`config.mk`:
```
export PLATFORM = sky130hd
export DESIGN_NAME = rc_control_voltage
export DESIGN_NICKNAME = d
export VERILOG_FILES = /design/src/rtl/rc_control_voltage.sv
export SDC_FILE = /design/constraint.sdc
export NUM_CORES = 1
export LEC_CHECK = 0
export ABC_AREA = 1
export ABC_CLOCK_PERIOD_IN_PS = 6370
export CORE_MARGIN = 2
export CORE_UTILIZATION = 53
export CTS_CLUSTER_SIZE = 14
export DETAILED_ROUTE_END_ITERATION = 10
export MAX_ROUTING_LAYER = met4
export PLACE_DENSITY = 0.67
export SKIP_CTS_REPAIR_TIMING = 1
export SLEW_MARGIN = 20
export SYNTH_ARGS = -nofsm -noshare
export SYNTH_HDL_FRONTEND = slang
export SYNTH_SLANG_ARGS = --single-unit
```
`constraint.sdc`:
```
create_clock -name clk -period 6.37 [get_ports clk]
set_clock_uncertainty 0.2 [all_clocks]
set_input_delay 0.9555 -clock clk [delete_from_list [all_inputs] [get_ports clk]]
set_output_delay 0.9555 -clock clk [all_outputs]
set_load 0.005 [all_outputs]
```
`src/rtl/rc_control_voltage.sv`:
```
// RC capacitor model feeding the 555 control pin: one exponential charge/discharge
// step per audio sample, Q16.16 accumulator, three-cycle update pipeline.
module rc_control_voltage #(
  parameter longint SAMPLE_RATE = 48000,
  parameter longint R_CHARGE    = 100000,
  parameter longint R_DISCHARGE = 100000,
  parameter longint C_PF        = 10000,
  parameter int     V_HIGH      = 16384,
  parameter int     V_LOW       = 0
) (
  input  logic               clk,
  input  logic               I_RSTn,
  input  logic               audio_clk_en,
  input  logic               gate,
  output logic signed [15:0] v_control,
  output logic               charging,
  output logic               settled
);

  function automatic logic [15:0] clamp_alpha(input longint raw);
    if (raw < 64'sd1) return 16'd1;
    else if (raw > 64'sd65535) return 16'hFFFF;
    else return 16'(raw);
  endfunction

  localparam longint ALPHA_NUM = 64'sd65536 * 64'sd1000000000000;
  localparam logic [15:0] ALPHA_CHARGE    = clamp_alpha(ALPHA_NUM / (R_CHARGE * C_PF * SAMPLE_RATE));
  localparam logic [15:0] ALPHA_DISCHARGE = clamp_alpha(ALPHA_NUM / (R_DISCHARGE * C_PF * SAMPLE_RATE));

  localparam logic signed [31:0] HIGH_Q   = V_HIGH * 65536;
  localparam logic signed [31:0] LOW_Q    = V_LOW * 65536;
  localparam logic signed [32:0] HIGH_Q33 = {HIGH_Q[31], HIGH_Q};
  localparam logic signed [32:0] LOW_Q33  = {LOW_Q[31], LOW_Q};

  localparam logic [1:0] IDLE_LOW    = 2'd0;
  localparam logic [1:0] CHARGING    = 2'd1;
  localparam logic [1:0] IDLE_HIGH   = 2'd2;
  localparam logic [1:0] DISCHARGING = 2'd3;

  logic signed [31:0] v_acc;
  logic [1:0]         state;
  logic               pending;
  logic               busy;
  logic               start;

  logic               s1_valid;
  logic               s1_gate;
  logic signed [31:0] s1_target;
  logic signed [31:0] s1_diff;
  logic [15:0]        s1_alpha;

  logic               s2_valid;
  logic               s2_gate;
  logic signed [31:0] s2_target;
  logic signed [31:0] s2_step;
  logic               s2_diff_nz;

  logic signed [31:0] target_sel;
  logic [15:0]        alpha_sel;
  logic signed [47:0] diff_ext;
  logic signed [47:0] alpha_ext;
  logic signed [47:0] product;
  logic signed [31:0] step_calc;
  logic signed [32:0] sum;
  logic signed [31:0] v_next;
  logic [1:0]         state_next;

  // Strobes are serialised: only one sample is in flight, so diff always sees the latest v_acc.
  always_comb begin
    busy       = s1_valid | s2_valid;
    start      = !busy && (audio_clk_en || pending);
    target_sel = gate ? HIGH_Q : LOW_Q;
    alpha_sel  = gate ? ALPHA_CHARGE : ALPHA_DISCHARGE;
  end

  always_comb begin
    diff_ext  = {{16{s1_diff[31]}}, s1_diff};
    alpha_ext = {32'd0, s1_alpha};
    product   = diff_ext * alpha_ext;
    step_calc = 32'(product >>> 16);
  end

  // A zero step with a nonzero distance would stall short of the rail, so snap to target.
  always_comb begin
    sum = {v_acc[31], v_acc} + {s2_step[31], s2_step};
    if (s2_step == 32'sd0 && s2_diff_nz) v_next = s2_target;
    else if (sum > HIGH_Q33)             v_next = HIGH_Q;
    else if (sum < LOW_Q33)              v_next = LOW_Q;
    else                                 v_next = sum[31:0];
  end

  always_comb begin
    state_next = state;
    case (state)
      IDLE_LOW:    if (s2_gate) state_next = CHARGING;
      CHARGING:    if (!s2_gate) state_next = DISCHARGING;
                   else if (v_next == HIGH_Q) state_next = IDLE_HIGH;
      IDLE_HIGH:   if (!s2_gate) state_next = DISCHARGING;
      DISCHARGING: if (s2_gate) state_next = CHARGING;
                   else if (v_next == LOW_Q) state_next = IDLE_LOW;
      default:     state_next = IDLE_LOW;
    endcase
  end

  always_ff @(posedge clk or negedge I_RSTn) begin
    if (!I_RSTn) begin
      v_acc      <= LOW_Q;
      state      <= IDLE_LOW;
      pending    <= 1'b0;
      s1_valid   <= 1'b0;
      s1_gate    <= 1'b0;
      s1_target  <= '0;
      s1_diff    <= '0;
      s1_alpha   <= '0;
      s2_valid   <= 1'b0;
      s2_gate    <= 1'b0;
      s2_target  <= '0;
      s2_step    <= '0;
      s2_diff_nz <= 1'b0;
    end else begin
      pending  <= start ? 1'b0 : (pending | (audio_clk_en & busy));
      s1_valid <= start;
      if (start) begin
        s1_gate   <= gate;
        s1_target <= target_sel;
        s1_diff   <= target_sel - v_acc;
        s1_alpha  <= alpha_sel;
      end
      s2_valid <= s1_valid;
      if (s1_valid) begin
        s2_gate    <= s1_gate;
        s2_target  <= s1_target;
        s2_step    <= step_calc;
        s2_diff_nz <= (s1_diff != 32'sd0);
      end
      if (s2_valid) begin
        v_acc <= v_next;
        state <= state_next;
      end
    end
  end

  assign v_control = v_acc[31:16];
  assign charging  = (state == CHARGING);
  assign settled   = (state == IDLE_LOW) || (state == IDLE_HIGH);

endmodule

```
---- Yosys cells after proc, flatten, opt, wreduce, memory -nomap -nowiden ----
Cells that the tools add are included.
cells by class
  add/sub/neg operators ................... 2
  $mul .................................... 1
  divide/modulo/power cells ............... 0
  order comparisons ....................... 2
  equal/unequal tests ..................... 8
  shift operators ......................... 0
  multiplexer cells ....................... 12
  bitwise gates (word level) .............. 3
  reductions and logical operators ........ 10
operators with widths
  cell                  count
  $mux 32               3
  $logic_not 32->1      2
  $mul 32x12->44        1
  $add 32x28->33        1
  $gt 33x32->1 const B  1
  $lt 33x1->1 const B   1
  $eq 32x32->1 const B  1
  $reduce_bool 32->1    1
  $sub 32x32->32        1
  $mux 31               1
  $mux 2                6
  $pmux 2 s4            1
  $reduce_and 5->1      1
  $eq 2x2->1 const B    2
  $ne 2x2->1 const B    2
  $ne 3x2->1 const B    1
  $ne 3x3->1 const B    1
  $eq 2x1->1 const B    1
  $logic_and 1x1->1     2
  $logic_not 2->1       1
  $logic_or 1x1->1      2
  $or 1x1->1            2
  $and 1x1->1           1
  $logic_not 1->1       1
  $mux 1                1
word-level totals
  bits in registers ....................... 165
  bits in latches ......................... 0
  RAM bits ................................ 0
  ROM bits ................................ 0
  bits of input ports ..................... 4
  logic and storage cells ................. 51
  memories kept ........................... 0

---- Logic depth before layout (Yosys ltp) ----
  depth in word-level cells ............... 9
  gate-level depth with buffers ........... 27

---- Least setup slack after synthesis ----
No wires, ideal clock.
  path kind ............................... register to register
  from .................................... reg s1_alpha[0] (netlist name)
  to ...................................... reg s2_step[23]
  setup time .............................. 131 ps
  arrival time ............................ 5012 ps
  data required time ...................... 6039 ps
  slack ................................... 1026 ps
  cell stages (with the launch flop) ...... 25
  buffers on the path ..................... 2
  clock period less this slack ............ 5344 ps
  cell sequence ........................... dfrtp_1 > clkbuf_1 > clkbuf_1 > nand2_1 > inv_1 > ha_1 > ha_1 > inv_1 > fa_1 > inv_1 > fa_1 > fa_1 > ha_1 > a21oi_1 > inv_1 > nor2_1 > nand2_1 > a211o_1 > a21oi_1 > o21bai_1 > a21o_1 > a21o_1 > or2_2 > nand3_1 > o21ai_0
on the way
  cells in the longest elaborated chain, start to end .. 1
RTL lines
  item                  RTL line  RTL
  $mul 32x12->44        79        product = diff_ext * alpha_ext;
  to (signal assigned)  133       s2_step <= step_calc;
  to (decl)             55        logic signed [31:0] s2_step;
Every way passes these cells.
A chain may end at the register's enable or synchronous reset.

---- Worst setup path after layout ----
  from .................................... reg s1_alpha[0] (netlist name)
  to ...................................... reg s2_step[23]
on the way
  cells in the longest elaborated chain, start to end .. 1
RTL lines
  item            RTL line
  $mul 32x12->44  79
Every way passes these cells.

==> results.ini <==
[run_status]
run_status=finished clean

[floorplan]
row_count=61
dieWidth_um=171.4
die_area_um2=29360
dieHeight_um=171.4
top_level_ports=22
floorplan.core_area_um2=27710
initial_utilization=0.5357

[setup_path]
timing.critical_path.from_type=register
maximum_net_fanout_on_the_critical_path=21
crit_path_cell_trace=buf_12, nand2_1, inv_1, ha_1, ha_1, inv_1, fa_1, inv_1, fa_1, fa_1, ha_1, nand2_1, nor2_1, inv_1, nor2_1, a211o_1, a21oi_1, o21bai_1, a21o_1, a21o_1, or2_2, nand3_1, o21ai_0
critical_path_arrival_ns=5.89
cpMaxStageDelayCell=sky130_fd_sc_hd__dfrtp_1
timing.critical_path.to_type=register
cp_common_cell=sky130_fd_sc_hd__inv_1
required_ns=6.41
timing.setup.critical_path_class=reg2reg
critical-path-top-delay-family=adder cells
critPathMaxStageDelay_ns=0.65
critPathBufInv=5

[grt]
grt_pass1_wl_mm=63.80
grt-ovfl-total=0
track_usage=0.2859
antenna_violations_before_repair=0
number_of_global_route_vias_before_repair=12720
grt_max_degree=81

[clock_network]
clk_pin_slew_worst_paths_ns=0.07
cts_root_buffer=sky130_fd_sc_hd__clkbuf_16
htreeDepth=3
clk_path_buf_depth=2
clock-sinks=101
tritoncts=built
cts_buffers=9
clock_insertion_delay_worst_skew_ns=0.36

[layout]
top_library_cells_by_usage_in_the_layout_fill_and_taps_aside=508 x sky130_fd_sc_hd__inv_1, 476 x sky130_fd_sc_hd__nand2_1, 184 x sky130_fd_sc_hd__ha_1
flow.area_growth_from_synthesis_pct=5.446
layout_commonest_cell=sky130_fd_sc_hd__inv_1
antenna_cells=0
final_layout_size_suffix_gt1_frac=0.04541
design.final.nets=2399

[synth]
ys.warnings.count=0
post-synth-top-area-cell=sky130_fd_sc_hd__dfrtp_1
post_syn_instances=2092
synth.top_cells.by_area=sky130_fd_sc_hd__dfrtp_1 17%, sky130_fd_sc_hd__fa_1 17%, sky130_fd_sc_hd__ha_1 16%
syn-num-nets=2404
synth.ff_latch_count=101
synthesis.area_um2=14840
syn_area_per_cell_um2=7.095
yosys.cell_types.count=53
yosys.area.top_type_share=0.1703
synth.yosys.seq_area_share=0.1703

[place]
buffer_ports.inserted=21
hpwlAfterDp_mm=33.28
finalWeightedCongestion=1.012

[timing]
fmaxAchievable_mhz=170.8
report.final.hold_viol_count=0
slew_at_the_pin_closest_to_its_max_slew_limit_ns=0.9345
max_slew_margin=0.3763
setup_viol=0
fin_setup_tns_ns=0
min_period_ns=5.855
grt_setup_unrepaired=no
fin_crit_sh=0.9192
timing_max_transition_violations_final=0

[flow_run]
cap_violations=0

[route]
vias_per_cell=5.198
topRoutingLayerUsed=met4
postRouteAntennaNets=0
routed_met2_length_mm=17.68
drt-pass1-iter-count=6
avgRoutedWirePerCell_um=15.68
drt_drc_violations_left=0
num_vias=12840
dr.first_iter.drc_count=805
drt_wl_total_mm=38.74
met3_wirelength_mm=1.549
wl_met1_mm=18.34

[hold_path]
hold_path_class=in2async

## cells in the mapped netlist, drive strengths merged
cell type,count
a211o,1
a211oi,1
a21boi,2
a21o,3
a21oi,84
a221o,1
a31o,2
a31oi,7
and2,1
and3,1
buf,25
clkbuf,20
clkinv,1
dfrtp,101
fa,124
ha,184
inv,518
nand2,490
nand3,103
nand3b,7
nand4,36
nor2,156
nor3,19
nor3b,1
nor4,16
nor4b,1
o211ai,5
o21a,8
o21ai,114
o21bai,5
o221ai,1
o31ai,7
or2,13
xnor2,13
xor2,21
## flip-flops by register name (all words and copies together), names as in the netlist, 2 cells and up
register / count
s2_step: 28
s1_diff: 32
state: 2
v_acc: 32
## path summary, 6_finish.rpt
path                        startpoint           to  slack (ns)  depth (start not counted)
setup / recovery           s1_alpha[0]  s2_step[23]        0.51                         23
setup reg to reg           s1_alpha[0]  s2_step[23]        0.51                         23
min in group clk           s1_diff[28]  s1_diff[28]        0.33                          2
max in group asynchronous       I_RSTn   s2_step[1]        4.67                          2
hold reg to reg            s1_diff[28]  s1_diff[28]        0.33                          2
hold / removal                  I_RSTn     v_acc[2]        0.28                          1
## cells by family after synthesis
group | after synthesis | share of synthesized area
AOI/OAI and AO/OA | 241 | 0.08919
xor gates and xnor gates | 34 | 0.02006
adders and majority gates | 308 | 0.3223
buffers and inverters | 564 | 0.1484
DFF | 101 | 0.1703
and+or+nand+nor | 844 | 0.2498
## metrics by stage
step	cells	hold WS [ns]	instance area [um2]	setup slack, ns	utilization
3_3_place_gp	2454	0.3048	15360	0.6104	0.5543
6_report	2470	0.2832	15650	0.5146	0.5649
2_1_floorplan	2092	0.2103	14840	1.026	-
3_5_place_dp	2454	0.3113	15360	0.5203	0.5543
5_1_grt	2470	0.2955	15650	0.1266	0.5649
4_1_cts	2470	0.2804	15650	0.5283	0.5648
## metal layers
metal | GRT usage | vias to the layer above
li1 | - | 6452
met1 | 0.3925 | 6018
met2 | 0.4539 | 300
met3 | 0.02209 | 69
met4 | 0.08806 | 0
met5 | - | -
## area by class of cell
class	instances	area (um2)
Clock buffer	10	239.0
Multi-Input combinational cell	1427	10120
Timing Repair Buffer	29	284.0
Inverter	519	1951
Fill cell	2707	12050
Tap cell	378	473.0
Clock inverter	6	52.55
Sequential cell	101	2527
Power is left out: the tool's default activity adds up to more than one toggle a clock period on the data nets, which glitch-free logic cannot reach.
